<file path="config.mk">
export PLATFORM = sky130hd
export DESIGN_NAME = status_flag_unit_flat
export DESIGN_NICKNAME = d
export VERILOG_FILES = /design/src/rtl/status_flag_unit_if.sv /design/src/rtl/status_flag_unit.sv /design/src/flat_wrapper.sv
export SDC_FILE = /design/constraint.sdc
export NUM_CORES = 1
export LEC_CHECK = 0
export ABC_AREA = 1
export BUFFER_PORTS_ARGS = -buffer_cell sky130_fd_sc_hd__buf_2
export CORE_UTILIZATION = 40
export CTS_CLUSTER_DIAMETER = 150
export DETAILED_ROUTE_END_ITERATION = 12
export PLACE_DENSITY = 0.75
export RECOVER_POWER = 100
export SETUP_SLACK_MARGIN = 0.3
export SYNTH_ARGS = -nofsm -noshare
export SYNTH_HDL_FRONTEND = slang
export SYNTH_SLANG_ARGS = --single-unit
</file>
<file path="constraint.sdc">
create_clock -name clk -period 1.4 [get_ports clk]
set_input_delay 0.28 -clock clk [delete_from_list [all_inputs] [get_ports clk]]
set_output_delay 0.28 -clock clk [all_outputs]
set_load 0.01 [all_outputs]
</file>
<file path="src/rtl/status_flag_unit_if.sv">
// Bundle of ALU/flag-write inputs and status outputs for status_flag_unit.
// The master drives ALU results and control; the slave returns committed/forwarded flags.
interface status_flag_unit_if #(
  parameter int unsigned WIDTH = 32,
  parameter int unsigned CNT_W = 8
);
  logic             alu_valid;
  logic             alu_s;
  logic [1:0]       alu_kind;
  logic [WIDTH-1:0] alu_result;
  logic             alu_carry;
  logic             alu_ovf;
  logic             shifter_carry;
  logic [3:0]       msr_flags;
  logic             stall;
  logic             flush;
  logic [3:0]       status_bits;
  logic [3:0]       status_fwd;
  logic             pending;
  logic [CNT_W-1:0] upd_count;

  modport master (
    output alu_valid, alu_s, alu_kind, alu_result, alu_carry, alu_ovf,
           shifter_carry, msr_flags, stall, flush,
    input  status_bits, status_fwd, pending, upd_count
  );

  modport slave (
    input  alu_valid, alu_s, alu_kind, alu_result, alu_carry, alu_ovf,
           shifter_carry, msr_flags, stall, flush,
    output status_bits, status_fwd, pending, upd_count
  );
endinterface

</file>
<file path="src/rtl/status_flag_unit.sv">
// NZCV status producer: one-entry pending stage feeding the architectural status register.
// Optional macro STATUS_FWD_EN forwards the pending flags on status_fwd.
module status_flag_unit #(
  parameter int unsigned WIDTH = 32,
  parameter int unsigned CNT_W = 8
) (
  input  logic          clk,
  input  logic          rst,
  status_flag_unit_if.slave bus
);

  typedef enum logic [1:0] {
    KIND_LOGIC = 2'b00,
    KIND_ARITH = 2'b01,
    KIND_MSR   = 2'b10,
    KIND_RSVD  = 2'b11
  } kind_e;

  logic [3:0]       status_q;
  logic [3:0]       p_flags;
  logic             p_valid;
  logic [CNT_W-1:0] cnt_q;

  logic             accept;
  logic [3:0]       base;
  logic [3:0]       new_flags;
  logic             res_n;
  logic             res_z;

  always_comb begin
    accept    = bus.alu_valid & bus.alu_s & (kind_e'(bus.alu_kind) != KIND_RSVD)
              & ~bus.stall & ~bus.flush;
    // Base comes from the pending entry so back-to-back ops see the newest V.
    base      = p_valid ? p_flags : status_q;
    res_n     = bus.alu_result[WIDTH-1];
    res_z     = (bus.alu_result == '0);
    new_flags = base;
    case (kind_e'(bus.alu_kind))
      KIND_LOGIC: new_flags = {res_n, res_z, bus.shifter_carry, base[0]};
      KIND_ARITH: new_flags = {res_n, res_z, bus.alu_carry, bus.alu_ovf};
      KIND_MSR:   new_flags = bus.msr_flags;
      default:    new_flags = base;
    endcase
  end

  always_ff @(posedge clk) begin
    if (rst) begin
      status_q <= '0;
      p_flags  <= '0;
      p_valid  <= 1'b0;
      cnt_q    <= '0;
    end else if (bus.flush) begin
      p_valid <= 1'b0;
    end else if (!bus.stall) begin
      if (p_valid) begin
        status_q <= p_flags;
        if (cnt_q != '1) cnt_q <= cnt_q + CNT_W'(1);
      end
      p_valid <= accept;
      if (accept) p_flags <= new_flags;
    end
  end

  assign bus.status_bits = status_q;
  assign bus.pending     = p_valid;
  assign bus.upd_count   = cnt_q;

`ifdef STATUS_FWD_EN
  assign bus.status_fwd = p_valid ? p_flags : status_q;
`else
  assign bus.status_fwd = status_q;
`endif

endmodule

</file>
<file path="src/flat_wrapper.sv">
// flat-port wrapper written by rule: the top's interface ports become plain ports
module status_flag_unit_flat 
#(
  parameter int unsigned WIDTH = 32,
  parameter int unsigned CNT_W = 8
)
  (clk, rst, bus_alu_valid, bus_alu_s, bus_alu_kind, bus_alu_result, bus_alu_carry, bus_alu_ovf, bus_shifter_carry, bus_msr_flags, bus_stall, bus_flush, bus_status_bits, bus_status_fwd, bus_pending, bus_upd_count);
  status_flag_unit_if #(.WIDTH(WIDTH), .CNT_W(CNT_W)) bus_i ();
  input  logic clk;
  input  logic rst;
  input wire logic [$bits(bus_i.alu_valid)-1:0] bus_alu_valid;
  input wire logic [$bits(bus_i.alu_s)-1:0] bus_alu_s;
  input wire logic [$bits(bus_i.alu_kind)-1:0] bus_alu_kind;
  input wire logic [$bits(bus_i.alu_result)-1:0] bus_alu_result;
  input wire logic [$bits(bus_i.alu_carry)-1:0] bus_alu_carry;
  input wire logic [$bits(bus_i.alu_ovf)-1:0] bus_alu_ovf;
  input wire logic [$bits(bus_i.shifter_carry)-1:0] bus_shifter_carry;
  input wire logic [$bits(bus_i.msr_flags)-1:0] bus_msr_flags;
  input wire logic [$bits(bus_i.stall)-1:0] bus_stall;
  input wire logic [$bits(bus_i.flush)-1:0] bus_flush;
  output wire logic [$bits(bus_i.status_bits)-1:0] bus_status_bits;
  output wire logic [$bits(bus_i.status_fwd)-1:0] bus_status_fwd;
  output wire logic [$bits(bus_i.pending)-1:0] bus_pending;
  output wire logic [$bits(bus_i.upd_count)-1:0] bus_upd_count;
  assign bus_i.alu_valid = bus_alu_valid;
  assign bus_i.alu_s = bus_alu_s;
  assign bus_i.alu_kind = bus_alu_kind;
  assign bus_i.alu_result = bus_alu_result;
  assign bus_i.alu_carry = bus_alu_carry;
  assign bus_i.alu_ovf = bus_alu_ovf;
  assign bus_i.shifter_carry = bus_shifter_carry;
  assign bus_i.msr_flags = bus_msr_flags;
  assign bus_i.stall = bus_stall;
  assign bus_i.flush = bus_flush;
  assign bus_status_bits = bus_i.status_bits;
  assign bus_status_fwd = bus_i.status_fwd;
  assign bus_pending = bus_i.pending;
  assign bus_upd_count = bus_i.upd_count;
  status_flag_unit #(.WIDTH(WIDTH), .CNT_W(CNT_W)) u_core (.clk(clk), .rst(rst), .bus(bus_i));
endmodule
</file>
==> results of run 1 <==
==> critical path, cell delays in order, from the launching register on <==
cell	delay, ns
dfxtp_1	0.45
nand2_2	0.12
nor2_4	0.17
buf_4	0.14
xor2_1	0.18
nand2_1	0.08
a21oi_1	0.12
==> kinds of logic (layout without fill, tap and decap cells) <==
| logic type | count (synthesis) | count (layout) | share of synthesized area (%) |
|---|---|---|---|
| flops | 17 | 17 | 32.3 |
| fa+ha+maj | 1 | 1 | 1.19 |
| compound gates | 25 | 25 | 14.5 |
| xor+xnor | 3 | 3 | 2.50 |
| simple gates | 89 | 90 | 38.4 |
| buf+inv | 26 | 102 | 11.1 |
==> worst paths after layout <==
path	from	end	slack, ns	cells past startpoint
setup reg to reg	u_core.bus.upd_count[2]	u_core.bus.upd_count[4]	0.11	6
hold / removal	bus_flush	u_core.bus.pending	0.14	2
hold reg to reg	u_core.p_flags[1]	u_core.bus.status_bits[1]	0.47	2
setup / recovery	u_core.bus.upd_count[2]	u_core.bus.upd_count[4]	0.11	6
==> power breakdown <==
group | switching [mW] | internal (mW)
clock network | 0.156 | 0.107
logic | 0.0556 | 0.0641
registers | 0.00200 | 0.486
total | 0.214 | 0.656
==> registers in the layout (all words and copies together) (netlist names) <==
register,count
u_core.bus.upd_count,8
u_core.bus.status_bits,4
u_core.p_flags,4
u_core.bus.pending,1
==> area by class of cell <==
cell class              count  area (sq um)
inverters                  21          87.6
repair buffers             77           490
well taps                  30          37.5
multi-input cells         119           664
flip-flops and latches     17           344
clock inverters             1          5.00
clock buffers               3          22.5
fillers                   228           826
==> per-stage QoR <==
step / setup WS, ns / util (%) / total power, mW / hold WS (ns) / instances
floorplan: 0.242 / - / 0.543 / 0.358 / 161
global placement: 0.191 / 57.8 / 0.614 / 0.449 / 252
detailed placement: 0.152 / 57.8 / 0.616 / 0.444 / 252
CTS: 0.211 / 63.7 / 0.873 / 0.146 / 263
global route: 0.0469 / 66.7 / 0.930 / 0.123 / 268
finish: 0.106 / 66.7 / 0.870 / 0.143 / 268
==> synthesized netlist by cell type <==
cell,number
buf_4,4
o21a_1,1
nor2_1,23
nand2_1,42
nand3_1,7
clkinv_2,1
dfxtp_1,17
a211oi_1,2
nand4_1,4
nand2_2,4
ha_1,1
or2_2,1
o21ai_1,1
nand3_2,1
nor2_2,3
clkbuf_1,1
a21oi_2,5
xor2_1,3
nor3_1,1
a31oi_1,1
nand4_2,1
o21ai_0,5
inv_4,1
nor2_4,1
nand2_4,1
inv_1,19
a21oi_1,10
==> cells in the final DEF, fill, tap and decap left out, types with 3 or more instances in the layout <==
cell      synthesis  final
buf_2             0     47
nand2_1          42     35
nor2_1           23     23
inv_1            19     18
dfxtp_1          17     16
buf_6             0     14
a21oi_1          10     10
nand2_2           4     10
buf_4             4     10
nand3_1           7      7
clkbuf_1          1      6
nand4_1           4      5
a21oi_2           5      5
o21ai_0           5      4
clkbuf_4          0      3
==> metal layers <==
metal	GRT usage [%]	up-vias
met5	0	-
met4	10.1	0
met3	4.89	13
met2	43.1	43
met1	26.7	580
li1	-	663
==> timing repair <==
| action | in CTS | in global routing |
|---|---|---|
| pin swaps | 6 | 4 |
| setup endpoints to repair | 19 | 25 |
| resized for setup | 20 | 25 |
| buffers inserted | 6 | 5 |
| gates cloned | 1 | 0 |
| hold buffers | 0 | 0 |
==> impl_metrics.ini, run 1 <==
[detailed_routing]
finalWirelength_mm = 3.23
drtIter0Drc = 17
wl_per_cell_microns = 12.0
antenna_left = 0
highest_layer = met4
viasPerCell = 4.85
met2_length_mm = 1.67
wl_met1_mm = 1.31
met3_length_microns = 155
vias = 1299
drc_errors = 0
drt_first_pass_iters = 4

[placement]
portBuffers = 63
dp_hpwl_mm = 2.07
gp_routability_congestion = 0.812
place_area_sq_um = 1430

[yosys]
yosysSeqAreaShare_pct = 32.3
ys_ff_latch = 17
syn_area_per_cell_sq_um = 6.54
yosysUniqueCellTypes = 27
syn_nets = 209
synth.top_cell.area_share_pct = 32.3
syn_area_sq_um = 1050
syn_inst = 161
synth_top_area_cell = dfxtp_1
yosysWarningCount = 0
netlist_top_cells_area = dfxtp_1 (32%), nand2_1 (15%), nor2_1 (8.2%)

[timing]
finalHoldViolCount = 0
post-route-period-util_pct = 92.4
setup_tns_ns = 0
drv_slew = 0
worstMarginPinSlew_ns = 0.383
setup_violations = 0
max_freq_ghz = 0.773
rsz0062_at_grt = yes
period_minus_slack_ns = 1.29
max_slew_margin_pct = 74.4
skew_ns = 0.0160

[setup_path]
crit_fanout = 5
cp.arrival_ns = 1.54
worstSetupEndpointType = flop
cp-start-kind = flop
criticalPathCategory = reg -> reg
required_ns = 1.64

[global_route]
grt_overflow_total = 0
grt_usage_pct = 24.0
grt_pass1_wl_mm = 5.01
antenna_found_initial = 0
first_global_vias = 1245
grt_max_degree = 12

[power_and_ir_drop]
p_leak_nw = 0.810
vdd_drop_max_uv = 522
powerDensity_nw_per_um2 = 527

[job]
drv_cap = 0

[cells_and_area]
area_growth_pct = 57.0
drive_gt1_share_pct = 44.1
design_area_sq_um = 1650
nets = 287
n_antenna_cell = 0

[clocking]
cts.sinks = 17
path_clk_slew_ns = 0.10
cts_buffers = 3
cts_tree = yes
cts_root_buf = clkbuf_4
h-tree-depth = 1
cts_buffer_depth = 2
clock_latency_ns = 0.30

[floorplan]
io-pin-count = 64
core_area_sq_um = 2480
die_area_sq_um = 2840
die-width_microns = 53.3
die_y_microns = 53.3
start_util_pct = 42.5
row_count = 18

[status]
status = completed

[min_path]
min_path_type = in -> reg
No activity file was read; power rests on OpenSTA's default activity.
==> run 2, diff against run 1 <==
Settings changed: ABC_AREA 1 to default, PLACE_DENSITY 0.75 to 0.77.
==> impl_metrics.ini, run 2 <==
[status]
status = completed

[yosys]
synth_top_area_cell = dfxtp_1
syn_inst = 108
synth.top_cell.area_share_pct = 35.8
yosysSeqAreaShare_pct = 35.8
syn_nets = 156
synth_commonest_cells = dfxtp_1 (17), nand2_1 (13), nor2_1 (12)
yosysUniqueCellTypes = 35
ys_ff_latch = 17
netlist_top_cells_area = dfxtp_1 (36%), nand2_1 (5.1%), nor2_1 (4.7%)
synth_flop_cell = dfxtp_1
yosysMostFrequentCell = dfxtp_1
syn_area_sq_um = 950
synth_edf_count = 0
yosysWarningCount = 0
syn_area_per_cell_sq_um = 8.79
async_flop_share_pct = 0

[floorplan]
die-width_microns = 50.7
core_area_sq_um = 2230
row_count = 17
start_util_pct = 42.5
die_y_microns = 50.7
die_area_sq_um = 2570
io-pin-count = 64

[setup_path]
crit_fanout = 8
cp.arrival_ns = 1.55
worstSetupEndpointType = flop
criticalPathCategory = in -> reg
cp-start-kind = primary input
required_ns = 1.60

[timing]
max_freq_ghz = 0.743
drv_slew = 0
finalHoldViolCount = 0
setup_violations = 0
worstMarginPinSlew_ns = 0.378
worst_slack_ns = 0.0547
whs_ns = 0.277
setup_tns_ns = 0
rsz0062_at_grt = yes
skew_ns = 0.00281
period_minus_slack_ns = 1.35
max_slew_margin_pct = 74.8
post-route-period-util_pct = 96.1

[job]
drv_cap = 0

[cells_and_area]
instances_no_fill = 210
area_growth_pct = 70.1
layout_commonest_cell = buf_2
drive_gt1_share_pct = 51.6
largest_reg_flops = 8
design_area_sq_um = 1620
n_antenna_cell = 0
nets = 231
post-route-util_pct = 72.3
final_cell_mix = buf_2 (42), buf_6 (18), nand2_1 (13), dfxtp_1 (13), nor2_1 (12)

[power_and_ir_drop]
vdd_drop_max_uv = 288
p_total_mw = 0.908
p_leak_nw = 0.633
powerDensity_nw_per_um2 = 562

[placement]
gp_routability_congestion = 0.717
place_worst_setup_slack_ns = -0.118
place_inst = 199
portBuffers = 63
dp_hpwl_mm = 1.89
place_area_sq_um = 1400

[global_route]
first_global_vias = 988
grt_usage_pct = 20.6
grt_overflow_total = 0
grt_pass1_wl_mm = 4.01
grt_max_degree = 18
antenna_found_initial = 0

[detailed_routing]
drt_first_pass_iters = 4
viasPerCell = 5.27
antenna_left = 0
vias = 1106
wl_per_cell_microns = 12.8
drtIter0Drc = 10
finalWirelength_mm = 2.69
drc_errors = 0

[clocking]
cts_root_buf = clkbuf_4
path_clk_slew_ns = 0.10
cts_buffer_depth = 2
clock_latency_ns = 0.29
h-tree-depth = 1
cts_buffers = 3
holdBufCountCts = 0
cts.sinks = 17
cts_tree = yes

[min_path]
min_path_type = in -> reg
[run 2: cell count changes in the layout (fill, tap and decap cells not counted), moves of 5 or more]
| cell | before | now |
|---|---|---|
| nand2_1 | 35 | 13 |
| nand3_1 | 7 | 0 |
| buf_2 | 47 | 42 |
| a21oi_2 | 5 | 0 |
| nor4_4 | 0 | 8 |
| inv_1 | 18 | 0 |
| nor2_1 | 23 | 12 |
| nand2_2 | 10 | 0 |
[run 2: area by class of cell]
type | count | area, sq um
Sequential cell | 17 | 355
Tap cell | 28 | 35.0
Timing Repair Buffer | 79 | 527
Multi-Input combinational cell | 82 | 672
Fill cell | 185 | 618
Clock buffer | 4 | 26.3
[run 2: critical path, stage by stage]
cell,delay [ns]
clkbuf_2,0.10
buf_6,0.13
a2111oi_2,0.32
clkbuf_1,0.35
nor2_1,0.09
a311oi_1,0.27
[run 2: final timing paths]
kind / start / end / slack (ns) / cells after the start
hold / removal: bus_flush / u_core.bus.pending / 0.28 / 3
setup / recovery: bus_stall / u_core.p_flags[2] / 0.05 / 6
hold reg to reg: u_core.p_flags[1] / u_core.bus.status_bits[1] / 0.47 / 2
setup reg to reg: u_core.bus.pending / u_core.bus.upd_count[6] / 0.06 / 5
[run 2: repair_timing]
action | in CTS | in global routing
buffers inserted | 4 | 3
resized for setup | 32 | 10
pin swaps | 19 | 17
endpoints found under the setup margin | 25 | 25
[run 2: where the power goes]
group,internal [mW],total (mW),leakage (nW),switching [mW]
Sequential,0.479,0.481,0.140,0.00216
Combinational,0.0902,0.163,0.478,0.0726
Clock,0.111,0.264,0.0150,0.153
Total,0.680,0.908,0.633,0.228
[run 2: logic make-up (layout without fill, tap and decap cells)]
family | after synthesis | count (layout) | share of synthesized area, %
and+or+nand+nor | 50 | 50 | 30.8
AOI/OAI and AO/OA | 20 | 20 | 15.4
DFF | 17 | 17 | 35.8
buffers and inverters | 9 | 83 | 6.06
xor gates and xnor gates | 8 | 8 | 7.38
muxes | 3 | 3 | 3.16
adders and majority gates | 1 | 1 | 1.32
[run 2: routing by layer]
metal / vias up / track usage [%] / part of all wire (%)
met5: - / 0 / 0
met4: 0 / 11.1 / 2.9
met3: 8 / 1.52 / 5.4
met2: 52 / 35.6 / 50
met1: 502 / 25.0 / 41
li1: 544 / - / -
==> run 3, diff against run 2 <==
Settings changed: CORE_ASPECT_RATIO from default to 0.7, CORE_UTILIZATION 40 to 44, PLACE_DENSITY 0.77 to 0.84.
Clock period 1.4 ns to 1.6 ns, I/O delays scaled along.
==> impl_metrics.ini, run 3 (synthesis gave the netlist of run 2 again) <==
[placement]
place_inst = 188
place_area_sq_um = 1340
place_worst_setup_slack_ns = 0.0337
portBuffers = 63
gp_routability_congestion = 0.758
dp_hpwl_mm = 2.16

[clocking]
cts_root_buf = clkbuf_4
cts_buffers = 3
cts.sinks = 17
holdBufCountCts = 0
h-tree-depth = 1
cts_tree = yes
path_clk_slew_ns = 0.10
cts_buffer_depth = 2
clock_latency_ns = 0.30

[status]
violations = DRC
status = finished, violations left

[cells_and_area]
final_cell_mix = buf_2 (49), clkbuf_1 (17), dfxtp_1 (17)
n_antenna_cell = 0
design_area_sq_um = 1370
largest_reg_flops = 8
nets = 223
drive_gt1_share_pct = 40.8
post-route-util_pct = 70.8
layout_commonest_cell = buf_2
instances_no_fill = 196
area_growth_pct = 44.3

[timing]
whs_ns = 0.275
skew_ns = 0.00958
rsz0062_at_grt = yes
max_slew_margin_pct = 74.6
period_minus_slack_ns = 1.40
finalHoldViolCount = 0
setup_violations = 0
max_freq_ghz = 0.714
drv_slew = 0
post-route-period-util_pct = 87.5
setup_tns_ns = 0
worst_slack_ns = 0.199
worstMarginPinSlew_ns = 0.380

[detailed_routing]
wl_per_cell_microns = 14.1
drtIter0Drc = 36
drt_first_pass_iters = 8
viasPerCell = 5.39
antenna_left = 0
finalWirelength_mm = 2.77
vias = 1057
drc_errors = 2

[floorplan]
core_area_sq_um = 1940
row_count = 13
start_util_pct = 49.1
die-width_microns = 57.5
die_area_sq_um = 2350
die_y_microns = 40.9
io-pin-count = 64

[setup_path]
cp-start-kind = flop
required_ns = 1.78
criticalPathCategory = reg -> reg
worstRegToRegCells = 5
crit_fanout = 4
worstSetupEndpointType = flop
cp.arrival_ns = 1.58

[min_path]
min_path_type = in -> reg
min_path_cells = 2

[power_and_ir_drop]
vdd_drop_max_uv = 528
p_total_mw = 0.779
p_leak_nw = 0.523
powerDensity_nw_per_um2 = 568

[global_route]
grt_pass1_wl_mm = 4.43
first_global_vias = 961
antenna_found_initial = 0
grt_usage_pct = 25.8
grt_overflow_total = 0
grt_max_degree = 18

[job]
drv_cap = 0
-- run 3: cell types whose count changed in the layout (fill, tap and decap cells not counted), sizes merged --
cell	before	now
buf	69	54
clkbuf	14	20
clkinv	0	1
-- run 3: metal layers --
metal | GRT usage [%] | wire length, microns | part of all wire, % | up-vias
li1 | - | - | - | 530
met1 | 29.4 | 1250 | 45 | 495
met2 | 49.1 | 1380 | 50 | 28
met3 | 7.89 | 115 | 4.2 | 4
met4 | 6.71 | 17 | 0.61 | 0
met5 | 0 | 0 | 0 | -
-- run 3: worst max-delay path, cell delays in order, from the launching register on --
cell,delay (ns)
dfxtp_1,0.40
ha_4,0.17
nand4_1,0.20
o211ai_1,0.28
xor2_1,0.18
nor2_1,0.05
-- run 3: power by group --
group          internal, mW  switching (mW)  total [mW]  leakage [nW]
Combinational        0.0594          0.0521       0.112         0.368
Sequential            0.426         0.00192       0.428         0.137
Clock                0.0931           0.146       0.239        0.0177
Total                 0.579           0.200       0.779         0.523
-- run 3: what timing repair did --
item                       4_1_cts  5_1_grt
buffers inserted                 4        0
setup endpoints to repair       12        9
pin swaps                        8        5
resized for setup                4        0
-- run 3: final timing paths --
| kind | start | end | slack (ns) |
|---|---|---|---|
| setup / recovery | u_core.bus.upd_count[1] | u_core.bus.upd_count[2] | 0.20 |
| hold / removal | bus_flush | u_core.bus.pending | 0.28 |
| setup reg to reg | u_core.bus.upd_count[1] | u_core.bus.upd_count[2] | 0.20 |
| hold reg to reg | u_core.p_flags[0] | u_core.bus.status_bits[0] | 0.46 |
-- run 3: area by class of cell --
type                       instances  area (sq um)
clock buffer                       3          22.5
sequential                        17           340
tap                               22          27.5
timing repair buffer              71           347
multi-input combinational         82           628
fill                             174           566
clock inverter                     1          5.00
